$ cat src/rtl/reorder_buffer_pkg.sv
// Shared reorder-buffer types and sizing constants used by dispatch/rename,
// the reservation stations and the reorder buffer itself.
package reorder_buffer_pkg;

    localparam int DEFAULT_ROB_DEPTH      = 32;
    localparam int DEFAULT_ROB_IDX_WIDTH  = $clog2(DEFAULT_ROB_DEPTH);
    localparam int DEFAULT_PREG_IDX_WIDTH = 6;

    // Packet handed over by dispatch/rename for every renamed instruction.
    typedef struct packed {
        logic [4:0]                        areg_index;
        logic [DEFAULT_PREG_IDX_WIDTH-1:0] preg_index;
        logic [31:0]                       target_pc;
        logic                              branch_taken;
    } rob_packet_t;

    // One reorder-buffer slot.
    typedef struct packed {
        logic                              valid;
        logic                              done;
        logic                              mispredict;
        logic [4:0]                        areg;
        logic [DEFAULT_PREG_IDX_WIDTH-1:0] preg;
        logic [31:0]                       target_pc;
    } rob_entry_t;

endpackage

$ cat src/rtl/reorder_buffer.sv
// Circular in-order reorder buffer. Allocates at the tail, marks entries done
// from the CDB, retires one entry per cycle from the head and raises the
// pipeline flush when a mispredicted branch retires.
module reorder_buffer
    import reorder_buffer_pkg::*;
#(
    parameter int ROB_DEPTH      = DEFAULT_ROB_DEPTH,
    parameter int ROB_IDX_WIDTH  = $clog2(ROB_DEPTH),
    parameter int PREG_IDX_WIDTH = DEFAULT_PREG_IDX_WIDTH
) (
    input  logic                      clk,
    input  logic                      rst,

    input  logic                      enqueue_rob_packet,
    input  rob_packet_t               rob_packet,
    output logic [ROB_IDX_WIDTH-1:0]  rob_index,
    output logic                      rob_full,
    output logic                      rob_empty,

    input  logic                      cdb_valid,
    input  logic [ROB_IDX_WIDTH-1:0]  cdb_rob_index,
    input  logic                      cdb_is_branch,
    input  logic                      cdb_mispredict,
    input  logic [31:0]               cdb_target_pc,

    output logic                      commit_valid,
    output logic [4:0]                commit_areg,
    output logic [PREG_IDX_WIDTH-1:0] commit_preg,
    output logic                      commit_we,
    output logic [ROB_IDX_WIDTH-1:0]  commit_rob_index,
    output logic                      branch_flush,
    output logic [31:0]               flush_pc
);

    localparam int PTR_WIDTH = ROB_IDX_WIDTH + 1;

    rob_entry_t               rob_mem [ROB_DEPTH];
    rob_entry_t               head_entry;
    logic [PTR_WIDTH-1:0]     head_ptr;
    logic [PTR_WIDTH-1:0]     tail_ptr;
    logic [ROB_IDX_WIDTH-1:0] head_idx;
    logic [ROB_IDX_WIDTH-1:0] tail_idx;
    logic                     do_enqueue;
    logic                     do_complete;

    // The prediction bit is not needed after rename; the CDB carries the
    // resolved outcome instead.
    logic unused_branch_taken;
    assign unused_branch_taken = rob_packet.branch_taken;

    assign head_idx   = head_ptr[ROB_IDX_WIDTH-1:0];
    assign tail_idx   = tail_ptr[ROB_IDX_WIDTH-1:0];
    assign head_entry = rob_mem[head_idx];

    // Wrap bit distinguishes full from empty when the index bits match.
    assign rob_empty = (head_ptr == tail_ptr);
    assign rob_full  = (head_idx == tail_idx) &&
                       (head_ptr[ROB_IDX_WIDTH] != tail_ptr[ROB_IDX_WIDTH]);
    assign rob_index = tail_idx;

    assign do_enqueue  = enqueue_rob_packet && !rob_full;
    assign do_complete = cdb_valid && rob_mem[cdb_rob_index].valid;

    // Commit outputs come straight off the head slot; payload is masked when
    // nothing retires so stale slot contents never leak out.
    assign commit_valid     = head_entry.valid && head_entry.done;
    assign commit_areg      = commit_valid ? head_entry.areg : 5'd0;
    assign commit_preg      = commit_valid ? PREG_IDX_WIDTH'(head_entry.preg) : '0;
    assign commit_we        = commit_valid && (head_entry.areg != 5'd0);
    assign commit_rob_index = head_idx;
    assign branch_flush     = commit_valid && head_entry.mispredict;
    assign flush_pc         = branch_flush ? head_entry.target_pc : 32'd0;

    // Head/tail pointer update; a retiring mispredict rewinds both to zero.
    always_ff @(posedge clk or posedge rst) begin
        if (rst) begin
            head_ptr <= '0;
            tail_ptr <= '0;
        end else if (branch_flush) begin
            head_ptr <= '0;
            tail_ptr <= '0;
        end else begin
            if (commit_valid) begin
                head_ptr <= head_ptr + PTR_WIDTH'(1);
            end
            if (do_enqueue) begin
                tail_ptr <= tail_ptr + PTR_WIDTH'(1);
            end
        end
    end

    // Entry storage: allocate at tail, complete from CDB, release at head.
    // Tail and head never alias while an enqueue and a commit coincide, and
    // the CDB only touches valid slots, so the three writes cannot collide.
    always_ff @(posedge clk or posedge rst) begin
        if (rst) begin
            for (int i = 0; i < ROB_DEPTH; i++) begin
                rob_mem[i] <= '0;
            end
        end else if (branch_flush) begin
            for (int i = 0; i < ROB_DEPTH; i++) begin
                rob_mem[i].valid <= 1'b0;
            end
        end else begin
            if (commit_valid) begin
                rob_mem[head_idx].valid <= 1'b0;
            end
            if (do_complete) begin
                rob_mem[cdb_rob_index].done <= 1'b1;
                if (cdb_is_branch) begin
                    rob_mem[cdb_rob_index].mispredict <= cdb_mispredict;
                    rob_mem[cdb_rob_index].target_pc  <= cdb_target_pc;
                end
            end
            if (do_enqueue) begin
                rob_mem[tail_idx] <= '{valid:      1'b1,
                                       done:       1'b0,
                                       mispredict: 1'b0,
                                       areg:       rob_packet.areg_index,
                                       preg:       rob_packet.preg_index,
                                       target_pc:  rob_packet.target_pc};
            end
        end
    end

endmodule

$ cat config.mk
export PLATFORM = sky130hd
export DESIGN_NAME = reorder_buffer
export DESIGN_NICKNAME = d
export VERILOG_FILES = /design/src/rtl/reorder_buffer_pkg.sv /design/src/rtl/reorder_buffer.sv
export SDC_FILE = /design/constraint.sdc
export NUM_CORES = 2
export LEC_CHECK = 0
export ABC_CLOCK_PERIOD_IN_PS = 66200
export CAP_MARGIN = 30
export CORE_MARGIN = 1.5
export CORE_UTILIZATION = 50
export DETAILED_ROUTE_END_ITERATION = 10
export DONT_BUFFER_PORTS = 1
export PLACE_DENSITY_LB_ADDON = 0.12
export SLEW_MARGIN = 20
export SYNTH_ARGS = -nofsm -noshare
export SYNTH_HDL_FRONTEND = slang
export SYNTH_SLANG_ARGS = --single-unit
$ cat constraint.sdc
create_clock -name clk -period 66.2 [get_ports clk]
set_input_delay 6.62 -clock clk [delete_from_list [all_inputs] [get_ports clk]]
set_output_delay 6.62 -clock clk [all_outputs]
set_load 0.02 [all_outputs]
==> flow_metrics.py <==
metrics = {
    "floorplanning": {
        "die_area_um2": 153000,
        "start_util_pct": 50.4,
        "dieHeight_um": 392,
        "core_um2": 150000,
        "io_pins": 145,
        "die_w_um": 392,
        "num_rows": 142,
    },
    "power_and_ir_drop": {
        "p_per_area_nw_per_um2": 49.4,
        "ir_drop_mv": 0.0340,
        "leakage_nw": 33.6,
    },
    "setup_path": {
        "cp.depth": 10,
        "r2r_cells": 13,
        "reg2reg_to": "rob_mem[314]",
        "required_ps": 59580,
        "critPathKind": "flop to primary output",
        "worstPathCellList": "buf_12 > buf_4 > buf_16 > mux4_2 > o22ai_1 > or4_4 > or3_4 > buf_12 > buf_4 > nor2_1",
        "crit_path_start": "head_ptr[0]",
        "crit_fanout": 141,
        "arrival_ps": 6770,
        "worstSetupEndpointType": "primary output",
        "cp-endpoint": "flush_pc[25]",
        "crit_family": "buffers and inverters",
        "worst_setup_path_start_kind": "flop",
        "r2r-start": "head_ptr[0]",
        "critPathBufInv": 5,
        "critPathSlowestCell": "dfrtp_4",
        "ff2ff_setup_slack_ps": 58680,
        "cpPeakStageDelay_ps": 890,
    },
    "timing": {
        "finalSetupTns_ps": 0,
        "fmax_ghz": 0.0747,
        "finalWorstSetupSlack_ps": 52810,
        "setup_viol": 0,
        "fin_hold_ws_ps": 481,
        "finalMaxSlewViolations": 0,
        "period_minus_slack_ps": 13390,
        "rsz0062_at_grt": "false",
        "min_period_over_period_pct": 20.2,
        "worst_pin_slew_ps": 1140,
        "finClkSkew_ps": 25.7,
        "slew_headroom_pct": 23.8,
        "finalHoldViolations": 0,
    },
    "clock_network": {
        "cts.htree.levels": 4,
        "clkSlewWorstSetupHoldPaths_ps": 60,
        "cts_resized": 0,
        "cts_hold_buf": 0,
        "cts_buffers": 164,
        "cts_tree": "yes",
        "clock_latency_ps": 820,
        "cts_root_buf": "clkbuf_16",
        "cts_buffer_depth": 3,
        "clock-sinks": 1484,
        "cts_setup_buffers": 0,
    },
    "routing": {
        "wl_um": 314000,
        "routedWlPerCell_um": 39.4,
        "ant_nets": 0,
        "vias_per_cell": 7.85,
        "initialDrtViolationCount": 9655,
        "num_vias": 62650,
        "drcViolationCount": 0,
        "drt_first_pass_iters": 7,
    },
    "synthesis": {
        "syn_area_um2": 75500,
        "ys.flop_type": "dfrtp_1",
        "synth_compound_area_share_pct": 22.5,
        "ys_warn_count": 0,
        "synth.distinct_cells": 74,
        "synth_top_family_by_area": "compound AO/OA/AOI/OAI gates",
        "yosys.area_share.simple_pct": 5.42,
        "synth_edf_count": 0,
        "ys_seq_elements": 1484,
        "synth_mux_area_share_pct": 16.4,
        "synth_adder_area_share_pct": 0.133,
        "synth_top_area_share_pct": 49.2,
        "synth_xor_area_share_pct": 0.128,
        "syn_nets": 6446,
        "postSynthCellCount": 6351,
        "synth_top_cells_by_area": "dfrtp_1 49%, mux4_2 11%, a2bb2oi_1 7.9%",
        "synth-async-reset-ratio_pct": 100,
        "ys_seq_area_share_pct": 49.2,
        "yosys.area.top_type": "dfrtp_1",
        "syn_avg_cell_area_um2": 11.9,
    },
    "final_layout": {
        "final_cell_mix": "1482 x dfrtp_1, 741 x o22ai_1, 677 x a2bb2oi_1",
        "fillers": 12625,
        "final_core_util_pct": 54.9,
        "fin_cells": 7980,
        "nNetsFinal": 5921,
        "area_growth_pct": 8.99,
        "multi_input_area_um2": 34300,
        "seqCellArea_um2": 37100,
        "layout-drive-gt1-share_pct": 22.0,
        "layout_commonest_cell": "dfrtp_1",
    },
    "placed_design": {
        "dp_slack_ps": 53720,
        "hpwl_um": 174000,
        "port_buffers": 0,
        "dp_cells": 7661,
        "gp_congestion": 0.903,
    },
    "global_route": {
        "grt_pass1_wl_um": 450000,
        "grt_pass1_vias": 60801,
        "overflow": 0,
        "track_usage_pct": 40.6,
        "antenna_found_initial": 13,
        "grt_max_degree": 169,
    },
    "run_status": {
        "status": "complete, no violations",
    },
    "worst_hold_path": {
        "hold_depth": 1,
        "hp-class": "flop to flop",
        "min_from": "rob_mem[1280]",
    },
    "job": {
        "cap_violations": 0,
    },
}
[cells in the mapped netlist, drive strengths merged (23+ instances only)]
cell type	instances
or3	71
o21a	23
o22ai	741
nor3	177
o21ai	111
a211oi	32
a2bb2oi	683
o32ai	130
nand3	126
mux4	354
mux2i	44
nor4	24
o31ai	39
a21oi	200
o221a	66
a221oi	176
buf	334
nand2b	24
inv	143
nor2	121
or4	40
mux2	352
clkbuf	579
a31oi	39
dfrtp	1484
and3	30
nand4	61
nand2	37
[worst reg2reg max path, stage by stage, from the launching register on]
cell and delay [ps]:
dfrtp_4 890, buf_12 570, buf_4 500, buf_16 310, mux4_2 560, o22ai_1 290, or4_4 270, or3_4 610
buf_12 500, inv_8 420, buf_4 580, nor2_4 760, buf_4 700, mux2_2 440
[how the worst min path moves through the flow]
stage,slack (ps),endpoint
CTS,490,rob_mem[313]
finish,480,rob_mem[1280]
global route,500,rob_mem[730]
floorplan,450,rob_mem[676]
global placement,460,rob_mem[725]
detailed placement,470,rob_mem[1280]
[cell type report]
class	instances	area share (%)
Antenna cell	11	0.0334
Clock buffer	242	5.87
Clock inverter	51	0.974
Inverter	144	0.675
Multi-Input combinational cell	3810	41.6
Sequential cell	1484	45.1
Tap cell	2016	3.06
Timing Repair Buffer	222	2.64
[power by group]
part	switching [mW]	total, mW	internal (mW)
Combinational	0.783	1.51	0.728
Clock	0.402	0.968	0.566
Sequential	0.255	1.59	1.33
[layer usage]
metal  wire [um]  GRT usage [%]  vias up  share of wire, %
met5         507           1.79        -              0.16
met3       41600           14.9     1154                13
li1            -              -    24204                 -
met1      118000           53.7    32337                38
met4       19800           23.3       26               6.3
met2      134000           57.1     4929                43
[logic make-up after synthesis]
group / Yosys count
mux: 750
buf+inv: 1057
compound gates: 2291
flops: 1484
xor+xnor: 11
fa+ha+maj: 8
simple gates: 750
[flip-flops by register name (all words and copies together) (netlist names)]
signal / cells
head_ptr: 6
rob_mem: 1472
tail_ptr: 6
[per-stage QoR]
stage	instance area (um^2)	power [mW]
2_1_floorplan	75500	2.69
3_3_place_gp	76100	3.01
3_5_place_dp	76300	3.05
4_1_cts	82000	4.02
5_1_grt	82300	4.22
6_report	82300	4.06
No activity file was read; power rests on OpenSTA's default activity.
